<file path="src/rtl/alu_pkg.sv">
// Shared opcode, alu1bit code and FSM state definitions
// for the bit-serial ALU.
package alu_pkg;

  typedef enum logic [1:0] {
    OP_AND = 2'b00,
    OP_OR  = 2'b01,
    OP_ADD = 2'b10,
    OP_SUB = 2'b11
  } op_t;

  localparam logic [1:0] ALU1_AND = 2'b00;
  localparam logic [1:0] ALU1_OR  = 2'b01;
  localparam logic [1:0] ALU1_ADD = 2'b10;

  typedef enum logic [1:0] {
    IDLE = 2'b00,
    RUN  = 2'b01,
    DONE = 2'b10
  } state_t;

  // SUB reuses the adder on an inverted b bit
  function automatic logic [1:0] alu1_code(input op_t op);
    logic [1:0] code;
    code = ALU1_ADD;
    unique case (op)
      OP_AND: code = ALU1_AND;
      OP_OR:  code = ALU1_OR;
      OP_ADD: code = ALU1_ADD;
      OP_SUB: code = ALU1_ADD;
      default: code = ALU1_ADD;
    endcase
    return code;
  endfunction

endpackage

</file>
<file path="src/rtl/alu1bit.sv">
// One-bit ALU slice: AND, OR and full-add.
// Purely combinational; the caller keeps the carry.
import alu_pkg::*;

module alu1bit (
  input  logic       a,
  input  logic       b,
  input  logic       cin,
  input  logic [1:0] op,
  output logic       s,
  output logic       cout
);

  always_comb begin
    s    = 1'b0;
    cout = 1'b0;
    unique case (op)
      ALU1_AND: s = a & b;
      ALU1_OR:  s = a | b;
      ALU1_ADD: begin
        s    = a ^ b ^ cin;
        cout = (a & b) | (cin & (a ^ b));
      end
      default: begin
        s    = 1'b0;
        cout = 1'b0;
      end
    endcase
  end

endmodule

</file>
<file path="src/rtl/alu_serial_ctrl.sv">
// Bit-serial N-bit ALU controller: feeds alu1bit LSB first,
// carries between bits in a flop, shifts sums into result.
import alu_pkg::*;

module alu_serial_ctrl #(
  parameter int N = 8
) (
  input  logic         clk,
  input  logic         rst,
  input  logic         start,
  output logic         ready,
  input  logic [1:0]   op,
  input  logic [N-1:0] a,
  input  logic [N-1:0] b,
  output logic [N-1:0] result,
  output logic         carry,
  output logic         zero,
  output logic         done
);

  localparam int CW = $clog2(N);

  state_t         r_state, w_state_d;
  op_t            r_op, w_op_d;
  logic [N-1:0]   r_a_sh, w_a_d;
  logic [N-1:0]   r_b_sh, w_b_d;
  logic [N-1:0]   r_result, w_result_d;
  logic [CW-1:0]  r_cnt, w_cnt_d;
  logic           r_carry, w_carry_d;
  logic           w_is_sub;
  logic           w_is_arith;
  logic           w_s;
  logic           w_cout;

  assign w_is_sub   = (r_op == OP_SUB);
  assign w_is_arith = (r_op == OP_ADD) || w_is_sub;

  alu1bit u_alu1bit (
    .a    (r_a_sh[0]),
    .b    (r_b_sh[0] ^ w_is_sub),
    .cin  (r_carry),
    .op   (alu1_code(r_op)),
    .s    (w_s),
    .cout (w_cout)
  );

  always_comb begin
    w_state_d  = r_state;
    w_op_d     = r_op;
    w_a_d      = r_a_sh;
    w_b_d      = r_b_sh;
    w_result_d = r_result;
    w_cnt_d    = r_cnt;
    w_carry_d  = r_carry;
    unique case (r_state)
      IDLE: begin
        if (start) begin
          w_a_d     = a;
          w_b_d     = b;
          w_op_d    = op_t'(op);
          w_carry_d = (op_t'(op) == OP_SUB);
          w_cnt_d   = '0;
          w_state_d = RUN;
        end
      end
      RUN: begin
        w_a_d      = r_a_sh >> 1;
        w_b_d      = r_b_sh >> 1;
        w_result_d = {w_s, r_result[N-1:1]};
        w_carry_d  = w_is_arith ? w_cout : 1'b0;
        w_cnt_d    = r_cnt + 1'b1;
        if (r_cnt == CW'(N - 1)) begin
          w_state_d = DONE;
        end
      end
      DONE: w_state_d = IDLE;
      default: w_state_d = IDLE;
    endcase
  end

  always_ff @(posedge clk) begin
    if (rst) begin
      r_state  <= IDLE;
      r_op     <= OP_AND;
      r_a_sh   <= '0;
      r_b_sh   <= '0;
      r_result <= '0;
      r_cnt    <= '0;
      r_carry  <= 1'b0;
    end else begin
      r_state  <= w_state_d;
      r_op     <= w_op_d;
      r_a_sh   <= w_a_d;
      r_b_sh   <= w_b_d;
      r_result <= w_result_d;
      r_cnt    <= w_cnt_d;
      r_carry  <= w_carry_d;
    end
  end

  assign ready  = (r_state == IDLE);
  assign done   = (r_state == DONE);
  assign result = r_result;
  assign carry  = r_carry;
  assign zero   = (r_result == '0);

endmodule

</file>
<file path="config.mk">
export PLATFORM = sky130hd
export DESIGN_NAME = alu_serial_ctrl
export DESIGN_NICKNAME = d
export VERILOG_FILES = /design/src/rtl/alu_pkg.sv /design/src/rtl/alu1bit.sv /design/src/rtl/alu_serial_ctrl.sv
export SDC_FILE = /design/constraint.sdc
export NUM_CORES = 1
export LEC_CHECK = 0
export CAP_MARGIN = 10
export CORE_ASPECT_RATIO = 1.1
export CORE_MARGIN = 2
export CORE_UTILIZATION = 50
export DETAILED_ROUTE_END_ITERATION = 12
export GPL_TIMING_DRIVEN = 0
export HOLD_SLACK_MARGIN = 0.08
export PLACE_DENSITY = 0.78
export SETUP_SLACK_MARGIN = 0.1
export SYNTH_ARGS = -nofsm -noshare
export SYNTH_HDL_FRONTEND = slang
export SYNTH_HIERARCHICAL = 1
export SYNTH_SLANG_ARGS = --single-unit
</file>
<file path="constraint.sdc">
create_clock -name clk -period 3.3 [get_ports clk]
set_clock_uncertainty 0.2 [all_clocks]
set_input_delay 0.825 -clock clk [delete_from_list [all_inputs] [get_ports clk]]
set_output_delay 0.825 -clock clk [all_outputs]
set_load 0.01 [all_outputs]
</file>
; Word-level counts from Yosys, hierarchy flattened
; Index checks and enable logic that the tools add are counted.
[totals]
output_inout_bits = 12
reg_bits = 32
word_cells = 51
in_bits = 21
[op_classes]
n_eq_ne = 11
bitwise = 7
mux = 15
addsub = 1
reduce_logical = 10
[op_table]
columns = cell, n
row1 = one-hot mux 8 bit (2 select lines), 2
row2 = two-way mux 8 bit, 2
row3 = equality test 2 bit (second input constant), 5
row4 = zero test 8 bit, 1
row5 = equality test 2 x 1 -> 1 bit (second input constant), 3
row6 = zero test 2 bit, 3
row7 = one-hot mux 2 bit (3 select lines), 1
row8 = one-hot mux 3 bit (2 select lines), 1
row9 = AND reduction 2 bit, 3
row10 = two-way mux 2 bit, 2
row11 = != test 2 bit (second input constant), 2
row12 = one-hot mux 2 bit (2 select lines), 1
row13 = adder 3 x 1 -> 3 bit (second input constant), 1
row14 = equality test 3 bit (second input constant), 1
row15 = two-way mux 1 bit, 3
row16 = two-way mux 3 bit, 1
row17 = one-hot mux 1 bit (3 select lines), 1
row18 = XOR 1 bit, 3
row19 = AND 1 bit, 2
row20 = bitwise OR 1 bit, 2
row21 = one-hot mux 1 bit (2 select lines), 1
row22 = nonzero test 2 bit, 1
row23 = OR reduction 2 bit, 1
row24 = logical OR 1 bit, 1

; Longest topological paths before layout
; Gate-level depths: netlist of the first run.
[logic_depth]
depth_word = 8
ltp_mapped = 9
depth_no_buf = 9

; By module
; The synthesis of the first run kept the hierarchy.
[by_module_without_submodules]
columns = mod, area_per_inst_um2, n_inst, cells_per_inst, seq_area_each_um2
row1 = alu_serial_ctrl, 1493.9, 1, 152, 640.6
row2 = alu1bit, 88.8, 1, 10, 0.0

; Worst setup path before layout of the first run
; No wires, ideal clock.
[synth_path]
kind = register -> output
startpoint = reg r_result[4], in the netlist result[4]
endpoint = out zero
path_stages_with_launch = 3
slack_ns = 1.237
t_arrival_ns = 1.038
cell_sequence = dfxtp_1 > or4_1 > nor2_1
[synth_via]
elab_chain_cells = 1
[synth_lines]
columns = item, line_no
row1 = from (decl), alu_serial_ctrl.sv:27  ; logic [N-1:0] r_result, w_result_d;
row2 = from (signal assigned), alu_serial_ctrl.sv:95  ; r_result <= w_result_d;
row3 = zero test 8 bit, alu_serial_ctrl.sv:105  ; assign zero = (r_result == '0);
row4 = to (decl), alu_serial_ctrl.sv:17  ; output logic zero,
; Every way passes these cells.

; Worst setup path after layout of the first run
; Ends and elaborated chain as after synthesis.

==> reports/qor.yml, run 1 <==
fin_total_pwr_uw: 902
critPathKind: "reg2out"
drt_iter0_markers: 41
fill_cells: 267
cap_violations: 0
cts_setup_buffers: 0
vias: 1256
die-area_um2: 3630
yosysSeqAreaShare: 0.405
min_period_ns: 2.88
synth_seq_cells: 32
std_cell_rows: 21
critPathSlowestCell: "clkdlybuf4s50_1"
grt_setup_unrepaired: "false"
peakVddDrop_uv: 424
die_w_um: 57.6
ant_nets: 0
finalMaxSlewViolations: 0
cellPowerDensity_nw_per_um2: 442
layout.nets: 227
cp-start-kind: "register"
synth.top_cells.by_area: "dfxtp_1, mux2i_1, a211oi_2"
grt_pass1_wl_mm: 5.45
syn_avg_cell_area_um2: 9.77
holdWs_ns: 0.284
fin_tns_setup_ns: 0
slew-limit-headroom: 0.567
cts_made_buffers: 5
hold_path_depth: 2
tightest_slew_ns: 0.650
hold_start: "result[3]$_SDFFE_PP0N_"
hp-class: "reg2reg"
reg2reg_slack_ns: 1.40
syn_area_um2: 1580
grt_max_degree: 11
tritoncts: "done"
synth.most_common_cell: "dfxtp_1"
antenna_found_initial: 0
hpwl_mm: 2.37
initial_core_util: 0.524
period_share: 0.872
vias_per_cell: 5.32
yosysWarnings: 6
crit_fanout: 4
synth_top_area_frac: 0.405
wl_per_cell_um: 13.3
cts.sinks: 32
overflow: 0
ctsLongestPathBuffers: 2
crit_chain: "or4_1 > nor2_1 > clkdlybuf4s50_1"
worstRegToRegCells: 7
hold-path-endpoint: "result[2]$_SDFFE_PP0N_"
status: "completed"
clock.fmax_mhz: 348
synth_edf_count: 0
instances_no_fill: 236
syn-num-nets: 188
p_leak_uw: 0.000785
cp_num_buf_inv: 1
cts_hold_buf: 0
required_ns: 2.27
crit_family: "simple AND/OR/NAND/NOR gates"
clkTransAtPathRegs_ns: 0.10
n_antenna_cell: 0
end_kind: "output port"
cp_slowest_stage_delay_ns: 0.54
yosysTopAreaCell: "dfxtp_1"
dp.cells: 228
io_buffers: 32
drtPass1Iterations: 4
arrival_ns: 1.85
cts_root_buffer: "clkbuf_4"
die_h_um: 63.0
cts_resized: 0
grt_pass1_vias: 1320
area_growth_syn_to_layout_pct: 28.9
synthTopCellsByCount: "dfxtp_1, mux2i_1, nand2_1"
final-setup-viol-count: 0
coreArea_um2: 3020
r2r_end: "result[7]$_SDFFE_PP0N_"
wirelength_mm: 3.13
synthCells: 162
async_flop_share: 0
place.gp.congestion: 0.759
synth_ff_type: "dfxtp_1"
clk_latency_ns: 0.33
finalHoldViolCount: 0
timing.rr.start: "r_op[1]$_SDFFE_PP0P_"
io_pins: 33
track_usage: 0.191
drive_gt1_frac: 0.218
yosys.cell_types.count: 32
route.detailed.drc: 0
cts_max_level: 2
-- through the flow --
step | util | setup slack, ns | instance area [µm²]
after floorplan | - | 1.24 | 1580
after global placement | 0.644 | 0.789 | 1950
after detailed placement | 0.644 | 0.789 | 1950
after CTS | 0.675 | 0.412 | 2040
after global routing | 0.675 | 0.345 | 2040
final | 0.675 | 0.423 | 2040
-- where the power goes --
group / leakage, µW / internal, µW / switching, µW / total (µW)
clock: 0.0000515 / 201 / 129 / 330
combinational: 0.000471 / 77.2 / 71.1 / 148
sequential: 0.000263 / 408 / 15.9 / 424
-- area by class of cell --
type                    instances  area (µm²)  share of cell area
clock inverters                 1        30.0              0.0147
repair buffers                 32         320               0.157
flip-flops and latches         32         641               0.314
clock buffers                   7        65.1              0.0319
inverters                       4        15.0             0.00736
multi-input cells             113         841               0.412
plain buffers                  13        86.3              0.0423
well taps                      34        42.5              0.0208
-- how the worst max path moves through the flow --
stage | slack, ns | cells after the start | from | endpoint
2_1_floorplan | 1.24 | 2 | result[4]$_SDFFE_PP0N_ | zero
3_3_place_gp | 0.79 | 3 | result[4]$_SDFFE_PP0N_ | zero
3_5_place_dp | 0.79 | 3 | result[4]$_SDFFE_PP0N_ | zero
4_1_cts | 0.41 | 3 | result[4]$_SDFFE_PP0N_ | zero
5_1_grt | 0.34 | 3 | result[4]$_SDFFE_PP0N_ | zero
6_report | 0.42 | 3 | result[4]$_SDFFE_PP0N_ | zero
-- placed cells by master, fill, tap and decap left out, types with 3 or more instances in the layout --
| cell | instances |
|---|---|
| mux2i_1 | 18 |
| nor2_1 | 13 |
| nand3b_1 | 3 |
| buf_6 | 3 |
| buf_2 | 3 |
| ha_1 | 4 |
| clkdlybuf4s50_1 | 32 |
| clkbuf_4 | 6 |
| a21oi_1 | 10 |
| inv_1 | 4 |
| nor2_2 | 10 |
| a211oi_2 | 14 |
| nand2_1 | 17 |
| dfxtp_1 | 32 |
| nor2b_1 | 4 |
-- flip-flops by register name, summed over array words and instances (netlist names) --
register / cells
carry: 1
r_a_sh: 8
r_b_sh: 8
r_cnt: 3
r_op: 2
r_state: 2
result: 8
-- tightest hold or removal path: stages (launching register included) --
cell and delay [ns]:
dfxtp_1 0.34, nand2_1 0.06, a21oi_1 0.05
-- routing by layer --
layer  routed length [µm]  GRT usage  vias to the layer above
li1                     -          -                      637
met4                   37     0.0523                        0
met5                    0          0                        -
met1                 1330      0.198                      591
met3                  136     0.0559                        6
met2                 1630      0.361                       22
-- logic make-up (layout without fill, tap and decap cells) --
logic type	Yosys count	count (layout)	share of synthesized area
compound gates	33	33	0.187
flops	32	32	0.405
buf+inv	17	57	0.0640
fa+ha+maj	5	5	0.0443
xor+xnor	1	1	0.00553
mux	18	18	0.114
simple gates	56	56	0.181
Note: power is estimated with default switching activity, not from simulation.
==> run 2: changes to the inputs <==
==> constraint.sdc (replaced) <==
create_clock -name clk -period 2.89 [get_ports clk]
set_clock_uncertainty 0.2 [all_clocks]
set_input_delay 0.7225 -clock clk [delete_from_list [all_inputs] [get_ports clk]]
set_output_delay 0.7225 -clock clk [all_outputs]
set_load 0.01 [all_outputs]
==> run 2 against run 1 <==
  * First-iteration DRC count unchanged
  * Global-route usage unchanged
  * Sequential power increased by 14%
  * Combinational power increased by 14%
  * Utilization increased by 0.083 points
  * Sequential share of layout area about the same
  * Die area unchanged
  * Via count decreased by 0.32%
  * Final cell count unchanged
  * Register-to-register slack got worse by 0.41 ns
  * Clock power increased by 14%
  * Worst setup slack got worse by 0.11 ns
  * Largest cell class unchanged
==> reports/qor.yml, run 2 (same netlist as run 1, synthesis figures left out) <==
grt_max_degree: 11
finalHoldViolCount: 0
cellPowerDensity_nw_per_um2: 504
required_ns: 1.97
critPathKind: "reg2out"
track_usage: 0.191
io_buffers: 32
vias: 1252
io_pins: 33
ant_nets: 0
cts.sinks: 32
worstRegToRegCells: 7
grt_setup_unrepaired: "false"
cts_max_level: 2
drt_iter0_markers: 41
slew-limit-headroom: 0.567
tritoncts: "done"
arrival_ns: 1.65
n_antenna_cell: 0
overflow: 0
clk_latency_ns: 0.33
cts_setup_buffers: 0
reg2reg_slack_ns: 0.99
drtPass1Iterations: 4
p_leak_uw: 0.000786
period_share: 0.891
hpwl_mm: 2.37
coreArea_um2: 3020
timing.rr.start: "r_op[1]$_SDFFE_PP0P_"
layout_commonest_cell: "dfxtp_1"
fin_tns_setup_ns: 0
hold-path-endpoint: "result[1]$_SDFFE_PP0N_"
place.gp.congestion: 0.759
drive_gt1_frac: 0.218
hold_path_depth: 2
route.detailed.drc: 0
layout.nets: 227
final-setup-viol-count: 0
vias_per_cell: 5.31
cts_made_buffers: 5
std_cell_rows: 21
clkTransAtPathRegs_ns: 0.10
peakVddDrop_uv: 497
status: "completed"
area_growth_syn_to_layout_pct: 29.1
grt_pass1_vias: 1320
cap_violations: 0
clock.fmax_mhz: 389
finalMaxSlewViolations: 0
die-area_um2: 3630
ctsLongestPathBuffers: 2
antenna_found_initial: 0
end_kind: "output port"
wirelength_mm: 3.14
fin_total_pwr_uw: 1030
cts_hold_buf: 0
die_w_um: 57.6
crit_fanout: 10
tightest_slew_ns: 0.650
hold_start: "result[2]$_SDFFE_PP0N_"
cts_root_buffer: "clkbuf_4"
grt_pass1_wl_mm: 5.45
final_cell_mix: "dfxtp_1, clkdlybuf4s50_1, mux2i_1"
initial_core_util: 0.524
wl_per_cell_um: 13.3
r2r_end: "result[7]$_SDFFE_PP0N_"
cp-start-kind: "register"
min_period_ns: 2.57
hp-class: "reg2reg"
die_h_um: 63.0
## run 2: cell count changes in the layout (fill, tap and decap cells not counted)
cell             change
clkdlybuf4s50_1      -1
dlymetal6s2s_1       +1
## run 2: through the flow
stage               setup slack (ns)  area, µm²  hold slack [ns]   util  cells
global placement               0.482       1950            0.258  0.644    228
finish                         0.316       2040            0.289  0.676    236
global route                   0.237       2040            0.308  0.676    236
CTS                            0.105       2040            0.290  0.675    236
floorplan                      0.930       1580            0.244      -    162
detailed placement             0.481       1950            0.276  0.644    228
## run 2: repair_timing
action                                  in CTS  in global routing
endpoints found under the setup margin       0                  1
hold endpoints to repair                     0                  0
gates resized for setup                      0                  1
## run 2: worst max-delay path: stages, from the launching register on
cell and delay, ns:
dfxtp_1 0.31, buf_4 0.15, buf_2 0.19, nor2b_1 0.13, clkdlybuf4s50_1 0.55
## run 2: cell type report
type,count,area (µm²)
Inverter,4,15.0
Clock inverter,1,30.0
Multi-Input combinational cell,113,841
Clock buffer,7,65.1
Fill cell,268,978
Timing Repair Buffer,32,323
Sequential cell,32,641
Buffer,13,86.3
Tap cell,34,42.5
## run 2: worst max path at each step
stage | startpoint | endpoint | slack, ns | depth (start not counted)
after floorplan | result[4]$_SDFFE_PP0N_ | zero | 0.93 | 2
after global placement | result[4]$_SDFFE_PP0N_ | zero | 0.48 | 3
after CTS | result[4]$_SDFFE_PP0N_ | zero | 0.10 | 3
after detailed placement | result[4]$_SDFFE_PP0N_ | zero | 0.48 | 3
after global routing | r_state[0]$_SDFFE_PP0P_ | done | 0.24 | 4
final | r_state[0]$_SDFFE_PP0P_ | done | 0.32 | 4
## run 2: where the power goes
group	internal [µW]	leakage [µW]	total (µW)	switching [µW]
clock	230	0.0000515	377	147
sequential	466	0.000263	484	18.1
combinational	87.9	0.000471	169	81.1
total	784	0.000786	1030	246
## run 2: routing by layer
metal,part of all wire,GRT usage,wire length [µm]
met4,0.012,0.0523,37
met1,0.43,0.198,1340
met5,0,0,0
met2,0.52,0.361,1630
met3,0.042,0.0559,131
==> run 3: changes to the inputs <==
--- a/config.mk
+++ b/config.mk
@@ -7,7 +7,6 @@
 export LEC_CHECK = 0
 export CAP_MARGIN = 10
 export CORE_ASPECT_RATIO = 1.1
-export CORE_MARGIN = 2
 export CORE_UTILIZATION = 50
 export DETAILED_ROUTE_END_ITERATION = 12
 export GPL_TIMING_DRIVEN = 0
==> run 3 against run 2 <==
  * Cell area fell by 2.6%
  * Die area fell by 6.5%
  * Critical endpoint unchanged
  * Critical path type unchanged
  * Critical path depth did not move
  * Routed wire length fell by 0.48%
==> reports/qor.yml, run 3 (same netlist as run 1, synthesis figures left out) <==
placed_area_um2: 1950
cts_root_buffer: "clkbuf_4"
worstRegToRegCells: 7
final-setup-viol-count: 0
crit_fanout: 10
layout_commonest_cell: "dfxtp_1"
cellPowerDensity_nw_per_um2: 443
coreArea_um2: 3020
drive_gt1_frac: 0.209
hpwl_mm: 2.30
grt_pass1_vias: 1164
die_w_um: 55.6
final_area_um2: 1990
ant_nets: 0
layout.nets: 227
pre_cts_ws_ns: 0.476
ctsLongestPathBuffers: 2
critPathKind: "reg2out"
end_kind: "output port"
grt_pass1_wl_mm: 5.04
period_share: 0.886
wirelength_mm: 3.13
hold_start: "result[7]$_SDFFE_PP0N_"
wl_per_cell_um: 13.3
area_growth_syn_to_layout_pct: 25.8
hold_path_depth: 2
holdWs_ns: 0.284
antenna_found_initial: 0
cp-start-kind: "register"
drtPass1Iterations: 4
clock.fmax_mhz: 390
finalMaxSlewViolations: 0
io_pins: 33
grt_setup_unrepaired: "false"
cts_max_level: 2
grt_max_degree: 11
final_cell_mix: "dfxtp_1, clkdlybuf4s50_1, mux2i_1"
fin_tns_setup_ns: 0
required_ns: 1.97
place.gp.congestion: 0.769
cts_setup_buffers: 0
status: "completed"
slew-limit-headroom: 0.556
fin_total_pwr_uw: 883
clkTransAtPathRegs_ns: 0.10
fin_ws_ns: 0.329
tritoncts: "done"
cts.sinks: 32
hp-class: "reg2reg"
initial_core_util: 0.524
vias: 1250
die-area_um2: 3390
crit_start: "r_state[0]$_SDFFE_PP0P_"
track_usage: 0.196
peakVddDrop_uv: 354
cap_violations: 0
min_period_ns: 2.56
route.detailed.drc: 0
p_leak_uw: 0.000760
drt_iter0_markers: 60
overflow: 0
cts_made_buffers: 5
tightest_slew_ns: 0.666
vias_per_cell: 5.32
arrival_ns: 1.64
finalHoldViolCount: 0
io_buffers: 32
std_cell_rows: 21
n_antenna_cell: 0
timing.rr.start: "r_op[1]$_SDFFE_PP0P_"
die_h_um: 61.0
clk_latency_ns: 0.33
[run 3: worst paths after layout]
path | end | slack, ns
max | done | 0.33
min | result[6]$_SDFFE_PP0N_ | 0.28
max reg2reg | result[7]$_SDFFE_PP0N_ | 1.01
min reg2reg | result[6]$_SDFFE_PP0N_ | 0.28
[run 3: final cells by class]
type                            instances  area [µm²]
Fill cell                             276        1030
Sequential cell                        32         641
Clock inverter                          1        5.00
Inverter                                4        15.0
Clock buffer                            6        41.3
Timing Repair Buffer                   32         319
Tap cell                               34        42.5
Multi-Input combinational cell        113         841
Buffer                                 13        86.3
[run 3: repair_timing]
action	4_1_cts	5_1_grt
setup endpoints to repair	1	0
hold buffers	0	0
resized for setup	1	0
[run 3: worst max-delay path: stages (launching register included)]
cell and delay [ns]:
dfxtp_1 0.31, buf_4 0.15, buf_2 0.19, nor2b_1 0.13, clkdlybuf4s50_1 0.54
[run 3: report_power, final]
part	internal [µW]	switching, µW
Combinational	87.3	79.8
Sequential	466	18.6
Clock	89.4	142
Total	643	240
[run 3: metrics by stage]
step / cells / util
after floorplan: 162 / -
after global placement: 228 / 0.644
after detailed placement: 228 / 0.644
after CTS: 235 / 0.659
after global routing: 235 / 0.659
final: 235 / 0.659
[run 3: routing by layer]
layer	up-vias	global-route usage	part of all wire
met3	6	0.0693	0.047
li1	634	-	-
met2	24	0.368	0.54
met4	0	0.0750	0.013
met1	586	0.207	0.40
met5	-	0	0
